<file path="config.mk">
export PLATFORM = sky130hd
export DESIGN_NAME = jetpack_physics
export DESIGN_NICKNAME = d
export VERILOG_FILES = /design/src/rtl/jetpack_physics.sv
export SDC_FILE = /design/constraint.sdc
export NUM_CORES = 1
export LEC_CHECK = 0
export ABC_AREA = 0
export CAP_MARGIN = 0
export CORE_MARGIN = 3
export CORE_UTILIZATION = 52
export DETAILED_ROUTE_END_ITERATION = 7
export PLACE_DENSITY = 0.78
export SYNTH_ARGS = -nofsm -noshare
export SYNTH_HDL_FRONTEND = slang
export SYNTH_SLANG_ARGS = --single-unit
</file>
<file path="constraint.sdc">
create_clock -name clk -period 5.3 [get_ports clk]
set_input_delay 1.59 -clock clk [delete_from_list [all_inputs] [get_ports clk]]
set_output_delay 1.59 -clock clk [all_outputs]
set_load 0.005 [all_outputs]
</file>
<file path="src/rtl/jetpack_physics.sv">
// Per-frame vertical physics for a jetpack sprite: synchronized thrust, signed velocity, clamped position.
// Optional airborne frame counter is built only when FLIGHT_TIME_EN is defined.
module jetpack_physics #(
  parameter int Y_MIN   = 0,
  parameter int Y_MAX   = 400,
  parameter int GRAVITY = 1,
  parameter int THRUST  = 2,
  parameter int VMAX    = 8
) (
  input  logic              clk,
  input  logic              rst,
  input  logic              frame_tick,
  input  logic              thrust,
  input  logic              freeze,
  output logic [10:0]       y,
  output logic signed [4:0] vel,
  output logic [1:0]        state,
  output logic              at_ceiling,
  output logic              pos_valid,
  output logic [13:0]       flight_frames
);

  typedef enum logic [1:0] {
    ST_GROUNDED = 2'd0,
    ST_RISING   = 2'd1,
    ST_FALLING  = 2'd2
  } state_t;

  localparam logic signed [6:0]  LP_VMAX   = 7'(VMAX);
  localparam logic signed [6:0]  LP_VMIN   = 7'(-VMAX);
  localparam logic signed [6:0]  LP_THRUST = 7'(THRUST);
  localparam logic signed [6:0]  LP_GRAV   = 7'(GRAVITY);
  localparam logic signed [11:0] LP_YMAX   = 12'(Y_MAX);
  localparam logic signed [11:0] LP_YMIN   = 12'(Y_MIN);

  logic              r_thrust_meta;
  logic              r_thrust_sync;
  logic [10:0]       r_y;
  logic signed [4:0] r_vel;
  state_t            r_state;
  logic              r_at_ceiling;
  logic              r_pos_valid;

  logic              w_update;
  logic signed [6:0] w_vel_cur;
  logic signed [6:0] w_vel_sum;
  logic signed [6:0] w_vel_n;
  logic signed [11:0] w_yt;
  logic [10:0]       w_y_n;
  logic signed [4:0] w_vel_c;
  state_t            w_state_n;

  assign w_update = frame_tick & ~freeze;

  always_comb begin
    w_vel_cur = {{2{r_vel[4]}}, r_vel};
    w_vel_sum = '0;
    w_vel_n   = '0;
    if (r_thrust_sync) begin
      w_vel_sum = w_vel_cur - LP_THRUST;
      w_vel_n   = (w_vel_sum < LP_VMIN) ? LP_VMIN : w_vel_sum;
    end else begin
      w_vel_sum = w_vel_cur + LP_GRAV;
      w_vel_n   = (w_vel_sum > LP_VMAX) ? LP_VMAX : w_vel_sum;
    end

    // 12-bit signed sum so a climb past the top edge shows up as negative, not a wrap
    w_yt    = $signed({1'b0, r_y}) + $signed({{5{w_vel_n[6]}}, w_vel_n});
    w_y_n   = w_yt[10:0];
    w_vel_c = w_vel_n[4:0];
    if (w_yt >= LP_YMAX) begin
      w_y_n   = 11'(Y_MAX);
      w_vel_c = '0;
    end else if (w_yt <= LP_YMIN) begin
      w_y_n   = 11'(Y_MIN);
      w_vel_c = '0;
    end

    if ((w_y_n == 11'(Y_MAX)) && (w_vel_c == 5'sd0)) begin
      w_state_n = ST_GROUNDED;
    end else if (w_vel_c < 5'sd0) begin
      w_state_n = ST_RISING;
    end else begin
      w_state_n = ST_FALLING;
    end
  end

  always_ff @(posedge clk) begin
    if (!rst) begin
      r_thrust_meta <= 1'b0;
      r_thrust_sync <= 1'b0;
      r_y           <= 11'(Y_MAX);
      r_vel         <= '0;
      r_state       <= ST_GROUNDED;
      r_at_ceiling  <= 1'b0;
      r_pos_valid   <= 1'b0;
    end else begin
      r_thrust_meta <= thrust;
      r_thrust_sync <= r_thrust_meta;
      r_pos_valid   <= w_update;
      if (w_update) begin
        r_y          <= w_y_n;
        r_vel        <= w_vel_c;
        r_state      <= w_state_n;
        r_at_ceiling <= (w_y_n == 11'(Y_MIN));
      end
    end
  end

`ifdef FLIGHT_TIME_EN
  logic [13:0] r_flight;

  // Takeoff restarts the count; landing leaves the last flight's count on display
  always_ff @(posedge clk) begin
    if (!rst) begin
      r_flight <= '0;
    end else if (w_update) begin
      if ((r_state == ST_GROUNDED) && (w_state_n != ST_GROUNDED)) begin
        r_flight <= '0;
      end else if ((w_state_n != ST_GROUNDED) && (r_flight != 14'd9999)) begin
        r_flight <= r_flight + 14'd1;
      end
    end
  end

  assign flight_frames = r_flight;
`else
  assign flight_frames = '0;
`endif

  assign y          = r_y;
  assign vel        = r_vel;
  assign state      = r_state;
  assign at_ceiling = r_at_ceiling;
  assign pos_valid  = r_pos_valid;

endmodule

</file>
==> flow_summary.json <==
{
  "cts_resized": 0,
  "synth_area_leaders": "dfxtp_1 24%, ha_1 10%, buf_4 6.0%, nand2_1 4.6%, a21oi_1 4.5%",
  "htreeDepth": 1,
  "powerDensity_nw_per_um2": 200,
  "vdd_drop_max_v": 0.000145,
  "power.internal_mw": 0.292,
  "seqPwrFrac_pct": 42.5,
  "cts_hold_buf": 0,
  "multi_input_area_sq_um": 1260,
  "dpl.hpwl_um": 3130,
  "io-pin-count": 39,
  "ant_nets": 0,
  "path_depth": 15,
  "fin_setup_tns_ns": 0,
  "outcome": "complete, no violations",
  "synth.largest_area_cell": "dfxtp_1",
  "drive_gt1_share_pct": 5.24,
  "drc": 0,
  "postLayoutCellArea_sq_um": 2090,
  "hold_start": "r_thrust_meta$_SDFF_PN0_",
  "slowest_stage": "or4_1",
  "grt_usage_pct": 20.4,
  "ff_latch_area_sq_um": 440,
  "via_per_inst": 5.78,
  "switching_share_pct": 30.0,
  "crit_arrival_ns": 4.90,
  "portBuffers": 24,
  "netlist_top_cells_count": "23 x nand2_1, 22 x dfxtp_1, 17 x a21oi_1",
  "synth_edf_count": 0,
  "grt_pass1_wl_um": 7100,
  "critPathCaptureType": "register",
  "slew_headroom_pct": 62.5,
  "clkTransAtPathRegs_ns": 0.14,
  "critPathBufInv": 2,
  "power_leakage_nw": 0.911,
  "r2r_slack_ns": 0.67,
  "drt_iter0_markers": 92,
  "die_y_um": 66.0,
  "reg2reg_to": "state[1]$_SDFFE_PN0P_",
  "ys_seq_elements": 22,
  "first_pass_iters": 4,
  "power_frac_comb_pct": 24.9,
  "reg2reg_depth": 15,
  "floorplan.die.width_um": 66.0,
  "hold_path_class": "register to register",
  "fillers": 331,
  "power_frac_clock_pct": 32.7,
  "worstPathRequired_ns": 5.57,
  "netlist_area_sq_um": 1870,
  "ys_seq_area_share_pct": 23.5,
  "num_rows": 21,
  "dieArea_sq_um": 4360,
  "cts-root-buf": "clkbuf_4",
  "fmax_mhz": 216,
  "clock_skew_ns": 0.000631,
  "cts_tree": "built",
  "synthCells": 233,
  "coreArea_sq_um": 3390,
  "synth_flop_cell": "dfxtp_1",
  "period_minus_slack_ns": 4.63,
  "finalCritPeriodShare_pct": 87.3,
  "antenna_found_initial": 0,
  "crit_start": "vel[2]$_SDFFE_PN0P_",
  "tightest_slew_ns": 0.558,
  "crit_family": "compound AO/OA/AOI/OAI gates",
  "vias": 1699,
  "grt_max_degree": 15,
  "overflow": 0,
  "path_max_fanout": 11,
  "dpl-instance-area_sq_um": 2040,
  "syn2layout_area_growth_pct": 11.6,
  "syn_avg_cell_area_sq_um": 8.04,
  "numCtsBuffers": 3,
  "hold_viol": 0,
  "rsz0062_at_grt": "no",
  "power_mw": 0.417,
  "drt_wl_total_um": 4150,
  "grt_pass1_vias": 1545,
  "cts_max_path_buffers": 2,
  "ys.warnings.count": 0,
  "max-cap-violations": 0,
  "async_reset_ff_share_pct": 0,
  "cts.sinks": 22,
  "setup_viol_count_final": 0,
  "critPathCapture": "state[1]$_SDFFE_PN0P_",
  "whs_ns": 0.450,
  "synth_cell_types": 54,
  "start_kind": "register",
  "antenna_cells": 0,
  "yosysMostFrequentCell": "nand2_1",
  "regToRegStartpoint": "vel[2]$_SDFFE_PN0P_",
  "path_cells": "inv_1, ha_1, mux2_2, o211ai_1, inv_1, mux2_2, ha_1, fa_1, a21o_1, a21oi_1, mux2_1, or3_1, or4_1, a41o_1, a31oi_2",
  "crit_type": "register to register",
  "routedWlPerCell_um": 14.1,
  "finalMaxSlewViolations": 0,
  "post_cts_buffers": 0,
  "yosys.area.top_type_share_pct": 23.5,
  "clk_latency_ns": 0.33,
  "critPathMaxStageDelay_ns": 0.68,
  "nNetsFinal": 270,
  "power.switching_mw": 0.125,
  "start_util_pct": 55.3,
  "gp_congestion": 0.947
}
flip-flops by register name, indices dropped and copies added, names as in the netlist:
signal,cells
r_thrust_meta,1
r_thrust_sync,1
vel,5
at_ceiling,1
pos_valid,1
state,2
y,11
metrics by stage:
| stage | instances | worst slack (ns) | util, % |
|---|---|---|---|
| finish | 294 | 0.673 | 61.6 |
| detailed placement | 290 | 0.761 | 60.1 |
| global route | 294 | 0.307 | 61.6 |
| CTS | 294 | 0.714 | 61.6 |
| global placement | 290 | 0.862 | 60.1 |
| floorplan | 246 | 0.997 | - |
how the worst min path moves through the flow:
stage	end	depth (start not counted)	slack, ns
floorplan	r_thrust_sync$_SDFF_PN0_	1	0.41
global placement	r_thrust_sync$_SDFF_PN0_	1	0.41
detailed placement	r_thrust_sync$_SDFF_PN0_	1	0.42
CTS	r_thrust_sync$_SDFF_PN0_	1	0.45
global route	r_thrust_sync$_SDFF_PN0_	1	0.47
finish	r_thrust_sync$_SDFF_PN0_	1	0.45
area by class of cell:
type	instances	area share [%]
multi-input cells	190	60.5
clock inverters	1	1.44
flip-flops and latches	22	21.1
repair buffers	25	11.9
inverters	7	1.26
well taps	46	2.75
clock buffers	3	1.08
power groups by stage:
| stage | combinational, mW | clock (mW) | sequential, mW |
|---|---|---|---|
| 2_1_floorplan | 0.0861 | 0 | 0.179 |
| 3_3_place_gp | 0.101 | 0 | 0.181 |
| 3_5_place_dp | 0.102 | 0 | 0.181 |
| 4_1_cts | 0.102 | 0.137 | 0.177 |
| 5_1_grt | 0.114 | 0.143 | 0.178 |
| 6_report | 0.104 | 0.136 | 0.177 |
worst register-to-register path: cells and delay by family, from the launching register on:
kind / cells / cell delay (ns)
buffers and inverters: 2 / 0.16
and+or+nand+nor: 2 / 1.00
DFF: 1 / 0.57
muxes: 3 / 0.90
AOI/OAI and AO/OA: 5 / 1.05
adders and majority gates: 3 / 0.89
cells in the final DEF (no fill, tap or decap), types with 3 or more instances in the layout:
cell type and instances:
a211oi_1 3, o21ai_1 10, xor2_1 5, ha_1 15
nor2b_1 5, clkbuf_4 3, and3_1 4, nor2_1 9
dfxtp_1 22, inv_1 7, a21oi_1 17, clkdlybuf4s50_1 24
nand2_1 23, nand3_1 9, conb_1 14, a21o_1 7
and2_1 4, nand4_1 5, o211ai_1 8, o21ai_0 9
xnor2_1 4
kinds of logic (layout without fill, tap and decap cells):
| group | Yosys count | count (layout) | synth area share, % |
|---|---|---|---|
| flops | 22 | 22 | 23.5 |
| simple gates | 72 | 72 | 19.7 |
| buf+inv | 34 | 36 | 11.6 |
| mux | 4 | 4 | 2.34 |
| other cells | 1 | 14 | 0.200 |
| fa+ha+maj | 16 | 16 | 11.1 |
| compound gates | 75 | 75 | 27.4 |
| xor+xnor | 9 | 9 | 4.21 |
per-layer routing:
layer | up-vias | track usage, % | share of wire [%]
met1 | 792 | 28.6 | 48
met4 | 0 | 6.85 | 1.3
met5 | - | 0 | 0
li1 | 854 | - | -
met2 | 46 | 31.2 | 46
met3 | 7 | 3.74 | 4.4
Power figures use the tool's default switching activity.
==> variant, RTL diff (same settings) <==
The option `FLIGHT_TIME_EN` is turned on by a define.
--- a/src/rtl/jetpack_physics.sv
+++ b/src/rtl/jetpack_physics.sv
@@ -2,2 +2,4 @@
 // Optional airborne frame counter is built only when FLIGHT_TIME_EN is defined.
+`define FLIGHT_TIME_EN
+
 module jetpack_physics #(
Behaviour: not the same (Yosys sat finds a counterexample within 10 cycles, from zero or initial values and one cycle with rst low).
==> variant against the original RTL <==
Synthesized cell count grew 25%; maximum frequency shrank 3.2%; global-route usage grew 2.3 points; worst setup slack lost 150 ps; sequential cell count grew 13; total power grew 54%; cell area grew 40%; combinational power grew 21%; routed wire length grew 40%; area after synthesis grew 30%; critical path type unchanged.
==> variant: results (changes against the original RTL) <==
metric,value,unit,change
Peak VDD IR,116.1,µV,-20%
Least-Margin Pin Slew,1072,ps,+513.9 ps
FF-to-FF End,flight_frames[7],,
number of buffers and inverters on the critical path,1,,-1
layout cells sized above 1,6.116,%,+0.87 points
worst setup path startpoint,vel[1],,
crit path DAT,4910,ps,about the same
fraction of the mapped netlist area in adder cells,9.067,%,-2.0 points
Sw Share,28.49,%,-1.5 points
TritonRoute pass-1 iters,5,,+1
Power Combinational,0.000126,W,+21%
dpl cell area,2818,µm²,+38%
Seq power,0.000276,W,+56%
peak per-stage delay on the critical path,850,ps,+170 ps
DRT iter0 DRCs,156,,+70%
placed cell count,371,,+28%
synth top area cells,"dfxtp_1, ha_1, a21oi_1, nand3_1, or4_1",,
Worst R2R Path Depth,16,,+1
gp weighted congestion,0.9578,,+1.2%
Syn Area/Cell,8.346,µm²,+3.8%
latest clock arrival within the worst-skew pair,290,ps,-40 ps
GR Util All Layers,22.69,%,+2.3 points
post-synthesis xor/xnor area fraction,2.885,%,-1.3 points
Static Leak,1.107,nW,+22%
vias in the first global route,2167,,+40%
Final Cycle Share,90.21,%,+2.9 points
outcome,"complete, no violations",,
Hold Slack,445.4,ps,-4.141 ps
worst-path fanout max,12,,+1
clock root buffer,clkbuf_8,,
max FFs per register,14,,+3
fin cells,379,,+29%
PortBufs,38,,+58%
cell area after layout,2930,µm²,+40%
DP Wirelength,4232,µm,+35%
global-route wire length before repair,9936,µm,+40%
Filler cells,394,,+19%
Clock transition at path regs,80,ps,-60 ps
per-cell routed wire length,15.38,µm,+9.0%
## variant: cell count changes after synthesis, moves of 7 or more
cell and delta:
dfxtp_1 +13, buf_4 -12, or4_1 +10, nand3_1 +9, nor2b_1 +7, o31ai_1 +7
## variant: kinds of logic (layout without fill, tap and decap cells)
logic type	Yosys count	after routing
flip-flops	35	35
AO/OA/AOI/OAI	91	91
multiplexers	1	1
XOR/XNOR	8	8
AND/OR/NAND/NOR	117	117
adder cells (fa/ha/maj)	17	17
buffers and inverters	22	58
## variant: per-layer routing
| metal | GRT usage [%] | wire [µm] |
|---|---|---|
| met1 | 29.84 | 2674 |
| met2 | 37.11 | 2747 |
| met3 | 5.135 | 313 |
| met4 | 7.115 | 94 |
| met5 | 0 | 0 |
## variant: area by class of cell
class | count | area share (%)
flip-flops and latches | 35 | 23.91
multi-input cells | 234 | 55.12
inverters | 9 | 1.153
well taps | 52 | 2.220
clock buffers | 5 | 2.348
repair buffers | 41 | 13.75
clock inverters | 3 | 1.494
